## config.mk

```make
export PLATFORM = sky130hd
export DESIGN_NAME = filter_frame_sequencer
export DESIGN_NICKNAME = d
export VERILOG_FILES = /design/src/rtl/filter_frame_sequencer_pkg.sv /design/src/rtl/filter_frame_sequencer_out.sv /design/src/rtl/filter_frame_sequencer.sv
export SDC_FILE = /design/constraint.sdc
export NUM_CORES = 1
export LEC_CHECK = 0
export CAP_MARGIN = 20
export CORE_MARGIN = 5
export CORE_UTILIZATION = 25
export CTS_CLUSTER_SIZE = 24
export DETAILED_ROUTE_END_ITERATION = 7
export SYNTH_ARGS = -nofsm -noshare
export SYNTH_HDL_FRONTEND = slang
export SYNTH_HIERARCHICAL = 1
export SYNTH_SLANG_ARGS = --single-unit
```

## constraint.sdc

```tcl
create_clock -name clk -period 2.5 [get_ports clk]
set_input_delay 0.625 -clock clk [delete_from_list [all_inputs] [get_ports clk]]
set_output_delay 0.625 -clock clk [all_outputs]
set_load 0.01 [all_outputs]
```

## src/rtl/filter_frame_sequencer_pkg.sv

```systemverilog
// Shared types and helpers for the filter frame sequencer.
// Imported by the sequencer top and its output monitor.
package filter_frame_sequencer_pkg;

    localparam int PIX_W = 24;

    typedef enum logic [2:0] {
        S_IDLE,
        S_TOP,
        S_LPAD,
        S_PIX,
        S_RPAD,
        S_BOT,
        S_FLUSH,
        S_DONE
    } seq_state_e;

    function automatic int border_w(input int kernel);
        return (kernel - 1) / 2;
    endfunction

endpackage

```

## src/rtl/filter_frame_sequencer_out.sv

```systemverilog
// Output-side monitor: counts filter output beats, tracks the sticky
// error flag and qualifies the end-of-frame pulse.
module filter_out_monitor
    import filter_frame_sequencer_pkg::*;
#(
    parameter int WIDTH  = 320,
    parameter int HEIGHT = 240,
    parameter int CNT_W  = $clog2(WIDTH * HEIGHT + 1)
) (
    input  logic clk,
    input  logic reset,
    input  logic clear_i,
    input  logic idle_i,
    input  logic flush_i,
    input  logic done_state_i,
    input  logic beat_i,
    input  logic raw_valid_i,
    input  logic odone_i,
    input  logic timeout_i,
    output logic err_o,
    output logic frame_done_o
);

    localparam logic [CNT_W-1:0] TOTAL = CNT_W'(WIDTH * HEIGHT);

    logic [CNT_W-1:0] cnt_q, cnt_d;
    logic             err_q, err_d;

    always_comb begin
        cnt_d = cnt_q;
        err_d = err_q;
        if (beat_i) cnt_d = cnt_q + 1'b1;
        if (clear_i) begin
            cnt_d = '0;
            err_d = 1'b0;
        end
        // cnt_d already includes a beat arriving alongside oDone
        if (flush_i && odone_i && cnt_d != TOTAL) err_d = 1'b1;
        if (timeout_i) err_d = 1'b1;
        if (idle_i && raw_valid_i) err_d = 1'b1;
    end

    always_ff @(posedge clk) begin
        if (reset) begin
            cnt_q <= '0;
            err_q <= 1'b0;
        end else begin
            cnt_q <= cnt_d;
            err_q <= err_d;
        end
    end

    assign err_o        = err_q;
    assign frame_done_o = done_state_i;

endmodule

```

## src/rtl/filter_frame_sequencer.sv

```systemverilog
// Frame sequencer: wraps the pixel stream in a zero border for the
// convolution filter, flushes it and forwards its output downstream.
module filter_frame_sequencer
    import filter_frame_sequencer_pkg::*;
#(
    parameter int WIDTH       = 320,
    parameter int HEIGHT      = 240,
    parameter int KERNEL_SIZE = 3,
    parameter int FLUSH_MAX   = 4096
) (
    input  logic             clk,
    input  logic             reset,
    input  logic             start,
    input  logic             s_valid,
    input  logic [PIX_W-1:0] s_data,
    output logic             s_ready,
    output logic             f_iValid,
    output logic [PIX_W-1:0] f_iData,
    input  logic             f_oValid,
    input  logic             f_oDone,
    input  logic [PIX_W-1:0] f_oData,
    output logic             m_valid,
    output logic [PIX_W-1:0] m_data,
    output logic             busy,
    output logic             frame_done,
    output logic             err
);

    localparam int BW      = border_w(KERNEL_SIZE);
    localparam int ROW_LEN = WIDTH + 2 * BW;
    localparam int ROWS    = HEIGHT + 2 * BW;
    localparam int CW      = $clog2(ROW_LEN);
    localparam int RW      = $clog2(ROWS);
    localparam int FW      = $clog2(FLUSH_MAX);

    localparam logic [CW-1:0] COL_LAST   = CW'(ROW_LEN - 1);
    localparam logic [CW-1:0] LPAD_LAST  = CW'(BW - 1);
    localparam logic [CW-1:0] PIX_LAST   = CW'(BW + WIDTH - 1);
    localparam logic [RW-1:0] TOP_LAST   = RW'(BW - 1);
    localparam logic [RW-1:0] IMG_LAST   = RW'(BW + HEIGHT - 1);
    localparam logic [RW-1:0] ROW_LAST   = RW'(ROWS - 1);
    localparam logic [FW-1:0] FLUSH_LAST = FW'(FLUSH_MAX - 1);

    seq_state_e       state_q, state_d;
    logic [CW-1:0]    col_q, col_d;
    logic [RW-1:0]    row_q, row_d;
    logic [FW-1:0]    flush_q, flush_d;
    logic             iv_q, iv_d;
    logic [PIX_W-1:0] idata_q, idata_d;
    logic             row_end;
    logic             timeout;

    always_comb begin
        state_d = state_q;
        col_d   = col_q;
        row_d   = row_q;
        flush_d = '0;
        iv_d    = 1'b0;
        idata_d = '0;
        s_ready = 1'b0;
        timeout = 1'b0;
        row_end = (col_q == COL_LAST);
        unique case (state_q)
            S_IDLE: begin
                col_d = '0;
                row_d = '0;
                if (start) state_d = S_TOP;
            end
            S_TOP: begin
                iv_d  = 1'b1;
                col_d = col_q + 1'b1;
                if (row_end) begin
                    col_d = '0;
                    row_d = row_q + 1'b1;
                    if (row_q == TOP_LAST) state_d = S_LPAD;
                end
            end
            S_LPAD: begin
                iv_d  = 1'b1;
                col_d = col_q + 1'b1;
                if (col_q == LPAD_LAST) state_d = S_PIX;
            end
            S_PIX: begin
                s_ready = 1'b1;
                if (s_valid) begin
                    iv_d    = 1'b1;
                    idata_d = s_data;
                    col_d   = col_q + 1'b1;
                    if (col_q == PIX_LAST) state_d = S_RPAD;
                end
            end
            S_RPAD: begin
                iv_d  = 1'b1;
                col_d = col_q + 1'b1;
                if (row_end) begin
                    col_d   = '0;
                    row_d   = row_q + 1'b1;
                    state_d = (row_q == IMG_LAST) ? S_BOT : S_LPAD;
                end
            end
            S_BOT: begin
                iv_d  = 1'b1;
                col_d = col_q + 1'b1;
                if (row_end) begin
                    col_d = '0;
                    row_d = row_q + 1'b1;
                    if (row_q == ROW_LAST) begin
                        row_d   = '0;
                        state_d = S_FLUSH;
                    end
                end
            end
            S_FLUSH: begin
                iv_d    = 1'b1;
                flush_d = flush_q + 1'b1;
                if (f_oDone) begin
                    state_d = S_DONE;
                end else if (flush_q == FLUSH_LAST) begin
                    timeout = 1'b1;
                    state_d = S_DONE;
                end
            end
            S_DONE:  state_d = S_IDLE;
            default: state_d = S_IDLE;
        endcase
    end

    always_ff @(posedge clk) begin
        if (reset) begin
            state_q <= S_IDLE;
            col_q   <= '0;
            row_q   <= '0;
            flush_q <= '0;
            iv_q    <= 1'b0;
            idata_q <= '0;
        end else begin
            state_q <= state_d;
            col_q   <= col_d;
            row_q   <= row_d;
            flush_q <= flush_d;
            iv_q    <= iv_d;
            idata_q <= idata_d;
        end
    end

    assign f_iValid = iv_q;
    assign f_iData  = idata_q;
    assign busy     = (state_q != S_IDLE);
    assign m_valid  = f_oValid & busy;
    assign m_data   = f_oData;

    filter_out_monitor #(
        .WIDTH (WIDTH),
        .HEIGHT(HEIGHT)
    ) u_mon (
        .clk         (clk),
        .reset       (reset),
        .clear_i     (start && state_q == S_IDLE),
        .idle_i      (state_q == S_IDLE),
        .flush_i     (state_q == S_FLUSH),
        .done_state_i(state_q == S_DONE),
        .beat_i      (m_valid),
        .raw_valid_i (f_oValid),
        .odone_i     (f_oDone),
        .timeout_i   (timeout),
        .err_o       (err),
        .frame_done_o(frame_done)
    );

endmodule

```

# [Yosys cells after proc, flatten, opt, wreduce, memory -nomap -nowiden]
# Cells that the tools add are included.
[totals] ff_bits=75 wordCells=91
[classes] add_sub_neg=4 n_eq_ne=24 muxes=32 bitwise=4 n_reduce_logical=19
[ops] cell="2-to-1 mux 3 bit" n=12
[ops] cell="case mux 9 bit (4 select lines)" n=1
[ops] cell="2-to-1 mux 17 bit" n=2
[ops] cell="2-to-1 mux 8 bit" n=3
[ops] cell="case mux 3 bit (8 select lines)" n=1
[ops] cell="case mux 8 bit (3 select lines)" n=1
[ops] cell="equality test 9 bit, second input constant" n=2
[ops] cell="2-to-1 mux 9 bit" n=2
[ops] cell="inequality test 2 bit, second input constant" n=9
[ops] cell="adder 17 x 1 -> 17 bit, second input constant" n=1
[ops] cell="inequality test 17 bit, second input constant" n=1
[ops] cell="equality test 8 bit, second input constant" n=2
[ops] cell="adder 12 x 1 -> 12 bit, second input constant" n=1
[ops] cell="equality test 12 bit, second input constant" n=1
[ops] cell="equality test 3 bit, second input constant" n=4
[ops] cell="AND reduction 10 bit" n=1
[ops] cell="adder 9 x 1 -> 9 bit, second input constant" n=1
[ops] cell="zero test 9 bit" n=1
[ops] cell="2-to-1 mux 1 bit" n=9
[ops] cell="adder 8 x 1 -> 8 bit, second input constant" n=1
[ops] cell="zero test 8 bit" n=1
[ops] cell="nonzero test 4 bit" n=2
[ops] cell="equality test 3 x 2 -> 1 bit, second input constant" n=2
[ops] cell="nonzero test 3 bit" n=2
[ops] cell="other kinds (13)" n=20

# [Longest topological paths before layout]
# Gate-level depths: netlist of the first run.
[logic_depth] depth_word=9 mapped_depth=10 mapped_depth_nobuf=9

# [Cells and area by module]
# The synthesis of the first run kept the hierarchy.
[by_module_without_submodules] module="filter_frame_sequencer" instances=1 cells_each=290 area_each_um2=2662.6
[by_module_without_submodules] module="filter_out_monitor" instances=1 cells_each=119 area_each_um2=1006.0

# [Least setup slack after synthesis of the first run]
# No wires, ideal clock.
[synth_path] path_kind="flip-flop to flip-flop" from="register state_q[1]" to="register u_mon.err_q, in the netlist u_mon/err_o" setup_ns=0.120 t_arrival_ns=2.628 slack_ns=-0.248 stages_incl_launch_ff=11 period_less_slack_ns=2.748 cell_sequence="dfxtp_1 > clkbuf_1 > nor2_1 > nor2b_1 > buf_2 > nand3_1 > nor3_1 > o22ai_1 > nor4b_2 > nand4_1 > o31a_1"
[synth_between] elab_chain_len=9 word_cells_on_any_way=16 classes_between="eq/ne (2); mux (6); bitwise (1); reduce/logical (7)"
[synth_rtl] item="start: declaration" line="filter_frame_sequencer.sv:44" source="seq_state_e state_q, state_d;"
[synth_rtl] item="start signal: assignment" line="filter_frame_sequencer.sv:137" source="state_q <= state_d;"
[synth_rtl] item="nonzero test 3 bit *" line="filter_frame_sequencer.sv:148" source="assign busy = (state_q != S_IDLE);"
[synth_rtl] item="bitwise AND 1 bit *" line="filter_frame_sequencer.sv:149" source="assign m_valid = f_oValid & busy;"
[synth_rtl] item="named net m_valid" line="filter_frame_sequencer.sv:22" source="output logic m_valid,"
[synth_rtl] item="2-to-1 mux 17 bit *" line="filter_frame_sequencer_out.sv:32" source="if (beat_i) cnt_d = cnt_q + 1'b1;"
[synth_rtl] item="2-to-1 mux 17 bit *" line="filter_frame_sequencer_out.sv:33" source="if (clear_i) begin"
[synth_rtl] item="inequality test 17 bit *" line="filter_frame_sequencer_out.sv:38" source="if (flush_i && odone_i && cnt_d != TOTAL) err_d = 1'b1;"
[synth_rtl] item="logical AND 1 bit *" line="filter_frame_sequencer_out.sv:38"
[synth_rtl] item="2-to-1 mux 1 bit" line="filter_frame_sequencer_out.sv:38"
[synth_rtl] item="2-to-1 mux 1 bit" line="filter_frame_sequencer_out.sv:39" source="if (timeout_i) err_d = 1'b1;"
[synth_rtl] item="2-to-1 mux 1 bit" line="filter_frame_sequencer_out.sv:40" source="if (idle_i && raw_valid_i) err_d = 1'b1;"
[synth_rtl] item="end signal: assignment" line="filter_frame_sequencer_out.sv:49" source="err_q <= err_d;"
[synth_rtl] item="end: declaration" line="filter_frame_sequencer_out.sv:27" source="logic err_q, err_d;"
# The timed path passes the listed nets; every way through them passes the cells marked *.
# A chain may end at the register's enable or synchronous reset.

# [Worst setup path in the final report of the first run]
[layout_path] from="register state_q[2]" to="output busy"
[layout_between] elab_chain_len=1
[layout_rtl] item="nonzero test 3 bit" line="filter_frame_sequencer.sv:148"
[layout_rtl] item="end: declaration" line="filter_frame_sequencer.sv:24" source="output logic busy,"
# Every way passes these cells.

==> flow_summary.json, run 1 <==
{
  "status": "finished, final reports clean",
  "avgRoutedWirePerCell_um": 12.63,
  "drive_above_1_share_pct": 14.23,
  "syn_inst": 409,
  "startpoint": "state_q[2]$_SDFFE_PP0P_",
  "routed_wl_mm": 8.274,
  "synth_cell_types": 63,
  "path_cells": "or2_2, nor2_2, buf_4, inv_1, clkdlybuf4s50_1",
  "layout_worst_path_cycle_share_pct": 95.27,
  "first_pass_iters": 5,
  "place_hpwl_mm": 6.254,
  "setup_viol": 0,
  "grt-ovfl-total": 0,
  "required_ns": 1.88,
  "grt_pass1_wl_mm": 14.18,
  "yosysSeqAreaShare_pct": 40.93,
  "final_max_slew_viol_count": 0,
  "insertion_delay_ns": 0.34,
  "fin_cells": 655,
  "grt_pass1_vias": 2975,
  "ctsHtreeMaxLevel": 3,
  "path_clk_slew_ns": 0.05,
  "whs_ns": 0.4686,
  "worstPathMaxFanout": 4,
  "path_buf_inv": 3,
  "fin_total_pwr_w": 0.003558,
  "cts_setup_buffers": 0,
  "netlist_area_sq_um": 3669,
  "cpMaxStageDelayCell": "clkdlybuf4s50_1",
  "synth_seq_cells": 75,
  "cts_tree": "built",
  "coreArea_sq_um": 14480,
  "place_inst": 639,
  "skew_ns": 0.007119,
  "register_area_sq_um": 1501,
  "cts_sinks": 75,
  "antennaDiodeCount": 0,
  "clockBufferDepth": 2,
  "vias": 2949,
  "die_x_um": 131.1,
  "die_area_sq_um": 17200,
  "dieHeight_um": 131.1,
  "track_usage_pct": 9.895,
  "multi_input_area_sq_um": 1883,
  "hold_start": "flush_q[0]$_SDFF_PP0_",
  "yosys_most_used_dff": "dfxtp_1",
  "r2r_start": "state_q[2]$_SDFFE_PP0P_",
  "cts_resized": 2,
  "crit_path_end_kind": "output pin",
  "timing.fmax_mhz": 419.8,
  "final_nets": 528,
  "ir_drop_mv": 0.5014,
  "crit_type": "flip-flop to output pin",
  "hold_violations": 0,
  "syn2layout_area_growth_pct": 30.46,
  "cts_buffers": 9,
  "fin_ws_ns": 0.1182,
  "vias_per_cell": 4.502,
  "synth_warnings": 6,
  "p_leak_nw": 1.710,
  "place_worst_setup_slack_ns": -0.2106,
  "rsz0062_at_grt": "no",
  "async_flop_share_pct": 0,
  "fill_cells": 1505,
  "io_buffer_count": 59,
  "cts_hold_buf": 0,
  "slowest_delay_ns": 0.46,
  "rows": 44,
  "syn_area_per_cell_sq_um": 8.969,
  "gp_congestion": 0.8618,
  "synth-edff-count": 0,
  "ios": 108,
  "worst_slew_pin_slew_ns": 0.5621,
  "cp_data_arrival_time_ns": 1.76,
  "syn_nets": 471,
  "drt_iter0_markers": 143,
  "drv_cap": 0,
  "cts_root_buffer": "clkbuf_16",
  "drc": 0,
  "worstHoldPathType": "flip-flop to flip-flop",
  "path_delay_family": "buffers and inverters",
  "critPathLaunchType": "flip-flop",
  "power.density_nw_per_um2": 743.4,
  "start_util_pct": 25.34,
  "ant_nets": 0,
  "fin_crit_ns": 2.382,
  "max-slew-margin-rel_pct": 62.53,
  "antenna_found_initial": 0,
  "grt_max_degree": 25
}
==> worst register-to-register path: stages (launching register included) <==
cell	delay (ns)
dfxtp_1	0.30
or2_2	0.30
nor2_2	0.15
nor2b_2	0.08
buf_4	0.15
nand2_1	0.14
nor2_1	0.06
o311a_2	0.34
nor4b_2	0.25
nand4_1	0.13
o31a_1	0.30
==> metal layers <==
layer	share of wire [%]	vias up	global-route usage (%)
met4	2.9	0	5.485
met1	44	1349	11.75
met3	10	18	5.122
met5	0	-	0
li1	-	1488	-
met2	43	94	14.36
==> report_power, final <==
group          leakage (nW)  switching, W  internal (W)
logic                 0.944      0.000431      0.000379
registers             0.605     0.0000456       0.00125
clock network         0.161      0.000480      0.000977
==> layout by cell type (no fill, tap or decap), types with 2 or more instances in the layout <==
cell	n
clkdlybuf4s50_1	57
and3_1	9
bufinv_16	3
nand2_1	20
nor2_1	64
clkbuf_16	9
clkbuf_1	3
and2_1	28
or3_1	5
nor2_2	2
a21oi_1	8
nand4_1	18
xor2_1	16
xnor2_1	25
nor4b_2	5
dfxtp_1	75
a31o_2	2
or2_2	2
a22oi_1	2
nor4_1	2
buf_4	26
nor3_1	8
nand2b_1	2
o21ai_0	5
inv_1	12
nand3_1	11
ha_1	8
==> flip-flops by register name, indices dropped and copies added (netlist names) <==
register     flops
f_iData         24
u_mon/cnt_q     17
flush_q         12
col_q            9
row_q            8
state_q          3
f_iValid         1
u_mon/err_o      1
==> metrics by stage <==
step           cell area [sq um]  setup TNS (ns)  util (%)
6_report                    4786               0     33.05
3_5_place_dp                4439         -0.2719     30.66
3_3_place_gp                4439         -0.2225     30.66
5_1_grt                     4786               0     33.05
4_1_cts                     4776               0     32.98
2_1_floorplan               3682               0         -
==> logic make-up (layout without fill, tap and decap cells) <==
group,Yosys count,count (layout),share of synthesized area (%)
buffers and inverters,52,114,8.219
AOI/OAI and AO/OA,39,39,8.527
xor gates and xnor gates,41,41,9.788
muxes,2,2,0.5798
adders and majority gates,8,8,2.729
and+or+nand+nor,192,192,29.23
DFF,75,75,40.93
==> cells in the mapped netlist (all sizes together), types with 5 or more instances <==
master	number	area, sq um
clkbuf	9	33.78
dfxtp	75	1501
inv	12	45.04
nand3	12	60.06
nand4	20	146.4
o21ai	8	55.05
buf	30	219.0
and2	28	175.2
nor3	9	45.04
nor2	66	247.7
ha	8	100.1
and3	9	56.30
a21oi	8	40.04
or3	5	31.28
nand2	20	75.07
xnor2	25	219.0
nor4b	6	98.84
xor2	16	140.1
==> area by class of cell <==
| cell class | instances | area share (%) |
|---|---|---|
| tap | 184 | 4.810 |
| clock inverter | 4 | 2.065 |
| sequential | 75 | 31.37 |
| inverter | 13 | 1.020 |
| clock buffer | 12 | 4.941 |
| multi-input combinational | 282 | 39.35 |
| timing repair buffer | 85 | 16.44 |
==> path summary, 6_finish.rpt <==
check                        endpoint  slack [ns]  cells after the start
max                              busy        0.12                      5
max reg2reg  u_mon/err_o$_SDFFE_PP0P_        0.21                     10
min reg2reg     flush_q[0]$_SDFF_PP0_        0.47                      1
min             flush_q[0]$_SDFF_PP0_        0.47                      1
Note: power is estimated with default switching activity, not from simulation.
==> run 2, diff against run 1 <==
--- a/config.mk
+++ b/config.mk
@@ -5,7 +5,6 @@
 export SDC_FILE = /design/constraint.sdc
 export NUM_CORES = 1
 export LEC_CHECK = 0
-export CAP_MARGIN = 20
 export CORE_MARGIN = 5
 export CORE_UTILIZATION = 25
 export CTS_CLUSTER_SIZE = 24
==> results of run 2 <==
The final DEF is identical to that of run 1; final timing and power are the same.
==> variant 1, RTL diff (settings of run 1) <==
Reset style: asynchronous (`reset`), changed in 2 clocked blocks.
--- a/src/rtl/filter_frame_sequencer_out.sv
+++ b/src/rtl/filter_frame_sequencer_out.sv
@@ -42,3 +42,3 @@
 
-    always_ff @(posedge clk) begin
+    always_ff @(posedge clk or posedge reset) begin
         if (reset) begin
--- a/src/rtl/filter_frame_sequencer.sv
+++ b/src/rtl/filter_frame_sequencer.sv
@@ -127,3 +127,3 @@
 
-    always_ff @(posedge clk) begin
+    always_ff @(posedge clk or posedge reset) begin
         if (reset) begin
Check against the original RTL: differs if reset is asserted again (counterexample within 4 cycles, from zero or initial values and one cycle with reset high); with reset held inactive, the same outputs for 10 cycles.
==> variant 1 against run 1 <==
Die area up 7.4%. Sequential cell count unchanged. Critical path type is now primary input to output port. Design area up 8.6%. Setup slack got worse by 49 ps. Routed wire length up 9.5%. Largest cell class is now flip-flops and latches. Synthesized area increased by 8.0%.
Power is not compared: it rests on default switching activity, and its combinational part moved more than twofold at a synthesized area within 25%.
==> variant 1: results (changes against run 1) <==
stage	metric	value	unit	change
routing	drt total wl	9060	um	+9.5%
placement	Final GP Congestion	0.934		+8.4%
setup_path	slowest cell delay on critical path	480	ps	+20 ps
clock_network	PostCTS Resize Cnt	1		-1
clock_network	post-CTS setup buffer count	0		unchanged
global_routing	antenna violations before repair	0		unchanged
sta	Layout Skew	5.44	ps	-1.68 ps
setup_path	maximum net fanout on the critical path	5		+1
yosys	syn avg cell area	9.76	um^2	+8.8%
worst_hold_path	Hold Crit Class	register to register		
routing	average vias per placed instance	4.45		-1.2%
yosys	EDFF count, synth	0		unchanged
clock_network	root buffer cell	clkbuf_16		
clock_network	hold-fix buffers at CTS	0		unchanged
global_routing	vias in the first global route	3141		+5.6%
global_routing	first-pass GRT wire length	15200	um	+7.2%
yosys	Synth warnings	6		unchanged
finish	max FFs per register	24		unchanged
placement	Post-DP Area	4830	um^2	+8.9%
placement	hpwl dp	6600	um	+5.6%
routing	DRT iter0 DRCs	148		+3.5%
sta	final count of negative-setup-slack endpoints	0		unchanged
finish	Nets	535		+1.3%
setup_path	WP data arrival	1810	ps	+50 ps
global_routing	Tot GR Track Use	10.2	%	+0.30 points
yosys	ys async rst share	100	%	+100 points
yosys	Post-synth top cells	dfrtp_1 (75), nor2_1 (53), and2_1 (27), buf_4 (27), xnor2_1 (19)		
finish	layout cells sized above 1	15.9	%	+1.7 points
clock_network	CTS Buf Count	9		unchanged
clock_network	clk_lat worst skew	330	ps	
pwr	P_leak	2.20	nW	
clock_network	clock slew at reported path FFs	60	ps	
yosys	Mapped Nets	468		-0.64%
clock_network	Clock Path Buffers	2		unchanged
yosys	synth unique cells	59		-6.3%
yosys	top post-synthesis cells by area	dfrtp_1 (47%), buf_4 (5.1%), nor2_1 (5.0%)		
clock_network	CTS H-tree lvls	3		unchanged
global_routing	largest net degree at the start of global routing	58		+130%
setup_path	crit path max-delay cell type	clkdlybuf4s50_1		
sta	Worst slew margin	56.7	%	-5.8 points
placement	pre-CTS setup slack	-267	ps	-56.2 ps
placement	# placed instances	676		+5.8%
placement	# port buffers	59		unchanged
yosys	sequential area share after synthesis	47.4	%	+6.5 points
yosys	Synth Flop Type	dfrtp_1		
status	status	finished, final reports clean		
routing	Routed WL per cell	13.1	um	+3.4%
finish	ant diodes	0		unchanged
pwr	VDD IR max	0.328	mV	
routing	First-pass DRT Iterations	4		-1
[variant 1: report_power, final]
group / switching, W / internal (W) / total, W
clock: 0.000512 / 0.000831 / 0.00134
combinational: 0.000160 / 0.000189 / 0.000349
sequential: 0.000106 / 0.00127 / 0.00138
[variant 1: final timing paths]
kind                                 start         endpoint  slack (ps)  depth (start not counted)
worst max-delay path              f_oValid          m_valid          70                          4
worst min-delay path            flush_q[0]       flush_q[0]         480                          1
worst max register to register    row_q[1]       state_q[0]         180                          7
worst min register to register  flush_q[0]       flush_q[0]         480                          1
max in group asynchronous            reset      f_iData[16]        1540                          3
min in group asynchronous            reset  u_mon/cnt_q[10]         670                          3
[variant 1: cell type report]
type | count | area (um^2)
Tap cell | 216 | 270
Sequential cell | 75 | 1880
Multi-Input combinational cell | 273 | 1790
Inverter | 18 | 67.6
Fill cell | 1632 | 10500
Clock inverter | 5 | 60.1
Timing Repair Buffer | 96 | 883
Clock buffer | 11 | 253
[variant 1: layer usage]
layer	part of all wire [%]	global-route usage (%)	vias to the layer above
met1	43	12.5	1500
li1	-	-	1499
met4	1.0	3.30	0
met5	0	0	-
met2	50	16.8	76
met3	6.0	3.66	12
[variant 1: kinds of logic (layout without fill, tap and decap cells)]
group	count (synthesis)	in the layout	synth area share, %
and+or+nand+nor	180	180	25.3
DFF	75	75	47.4
buffers and inverters	58	130	8.34
AOI/OAI and AO/OA	48	48	8.09
xor gates and xnor gates	33	33	7.30
adders and majority gates	8	8	2.53
muxes	4	4	1.04
[variant 1: critical path, delay by kind of cell]
| kind | cells | cell delay, ps |
|---|---|---|
| buffers and inverters | 3 | 1030 |
| AND/OR/NAND/NOR | 1 | 150 |
==> variant 2, RTL diff (config.mk and constraints of run 1) <==
Made on the original files. `FLUSH_MAX`: 4096 -> 2048.
--- a/src/rtl/filter_frame_sequencer.sv
+++ b/src/rtl/filter_frame_sequencer.sv
@@ -8,3 +8,3 @@
     parameter int KERNEL_SIZE = 3,
-    parameter int FLUSH_MAX   = 4096
+    parameter int FLUSH_MAX   = 2048
 ) (
Behaviour: same outputs for any inputs over 10 cycles, from zero or initial values and one cycle with reset high; that may be too few to reach the edited logic, so the function may still have changed.
==> variant 2 against run 1 <==
Critical path type is now primary input to register. Cell count down 2.3%. Total power down 5.3%. Routed wire length down 6.1%. Critical path depth up 5. Count of clock-buffer cells in the layout down 2. Sequential share of layout area up 0.71 points. Die area down 3.3%. Synthesized area down 3.5%. Via count down 3.4%. Setup slack worse by 86 ps. Design area down 3.5%. Sequential cell count down 1.
==> variant 2: results (changes against run 1) <==
stage	metric	value	unit	change
status	status	finished, final reports clean		
pwr	P_leak	1.69	nW	-1.1%
global_routing	vias in the first global route	2839		-4.6%
worst_hold_path	hold path start	flush_q[0]		
yosys	Post-synth top cells	dfxtp_1 (74), nor2_1 (63), and2_1 (26), buf_4 (26), nand2_1 (26)		
global_routing	largest net degree at the start of global routing	25		unchanged
setup_path	WP data arrival	2690	ps	+930 ps
global_routing	Tot GR Track Use	9.71	%	-0.19 points
finish	max FFs per register	24		unchanged
clock_network	CTS H-tree lvls	3		unchanged
yosys	Synth warnings	6		unchanged
setup_path	maximum net fanout on the critical path	8		+4
clock_network	CTS Buf Count	9		unchanged
pwr	VDD IR max	0.292	mV	-42%
yosys	sequential area share after synthesis	41.9	%	+0.94 points
sta	Layout Skew	5.57	ps	-1.55 ps
yosys	Synth Area in Compound Gates	7.39	%	-1.1 points
placement	Post-DP Area	4260	um^2	-4.1%
sta	Worst slew margin	71.4	%	+8.9 points
sta	Final Hold Viols	0		unchanged
yosys	Adder-Cell Fraction of Synth Area	2.83	%	+0.10 points
finish	layout cells sized above 1	12.8	%	-1.4 points
yosys	post-synthesis cell count	403		-1.5%
routing	DRT iter0 DRCs	187		+31%
setup_path	worst r2r src	state_q[2]		
clock_network	Clock Path Buffers	2		unchanged
finish	Layout Cells excl Fill	640		-2.3%
yosys	synth unique cells	50		-21%
global_routing	first-pass GRT wire length	13200	um	-7.0%
routing	DR vias	2848		-3.4%
placement	# placed instances	623		-2.5%
yosys	mux cell area share after synthesis	0.884	%	+0.30 points
setup_path	Setup crit start	f_oValid		
yosys	top post-synthesis cells by area	dfxtp_1 (42%), nor2_1 (6.7%), buf_4 (5.5%)		
yosys	Mapped Nets	465		-1.3%
placement	Final GP Congestion	0.853		-1.0%
placement	hpwl dp	5940	um	-5.0%
routing	First-pass DRT Iterations	4		-1
yosys	XOR/XNOR Fraction of Synth Area	9.65	%	-0.14 points
finish	Nets	517		-2.1%
routing	Routed WL per cell	12.1	um	-3.9%
-- variant 2: cell types whose count changed in the layout (fill, tap and decap cells not counted), moves of 3 or more --
cell and delta:
nand2_1 +5, buf_4 -4, xnor2_1 -8, clkbuf_1 -3
a21oi_1 +3, xor2_1 +6, nor3_1 +6, and3_1 -5
nor4b_2 -3, nand3_1 +3
-- variant 2: routing by layer --
metal	up-vias	share of wire [%]	routed length (um)	global-route usage, %
met5	-	0	0	0
met4	0	1.2	93	3.15
met1	1332	44	3410	11.3
met3	11	6.4	495	4.48
li1	1441	-	-	-
met2	64	49	3780	15.9
-- variant 2: cell type report --
cell class | instances | area [um^2]
tap | 180 | 225
inverter | 13 | 48.8
clock buffer | 10 | 239
sequential | 74 | 1480
fill | 1467 | 9260
clock inverter | 6 | 90.1
multi-input combinational | 276 | 1780
timing repair buffer | 81 | 757
-- variant 2: cell families (layout without fill, tap and decap cells) --
| kind of cell | count (synthesis) | after routing |
|---|---|---|
| AOI/OAI and AO/OA | 35 | 35 |
| xor gates and xnor gates | 39 | 39 |
| adders and majority gates | 8 | 8 |
| buffers and inverters | 53 | 110 |
| DFF | 74 | 74 |
| muxes | 3 | 3 |
| and+or+nand+nor | 191 | 191 |
-- variant 2: stage by stage --
step           TNS [ps]  worst slack [ps]  power [W]
2_1_floorplan         0             0.620    0.00177
4_1_cts               0              26.1    0.00342
3_5_place_dp       -404              -254    0.00199
3_3_place_gp       -333              -215    0.00198
5_1_grt           -55.8             -55.8    0.00355
6_report              0              32.1    0.00337
-- variant 2: final timing paths --
check | to | slack (ps) | cells after the start
worst max-delay path | u_mon/err_o | 30 | 10
worst min-delay path | flush_q[0] | 470 | 1
worst max register to register | u_mon/err_o | 120 | 10
worst min register to register | flush_q[0] | 470 | 1
-- variant 2: timing repair --
item,CTS,global route
gates resized for setup,3,4
setup endpoints to repair,1,2
buffers inserted,1,0
-- variant 2: where the power goes --
group          total (W)  switching [W]  internal (W)
clock            0.00140       0.000499      0.000902
sequential       0.00127      0.0000446       0.00123
combinational   0.000694       0.000374      0.000321
-- variant 2: worst max-delay path: stages --
cell and delay [ps]:
clkdlybuf4s50_1 410, nor2b_2 160, buf_4 150, buf_4 160, nand2_4 90, nor2_1 50, o311a_2 360, nor4b_4 250
nand4_1 120, o31a_1 300
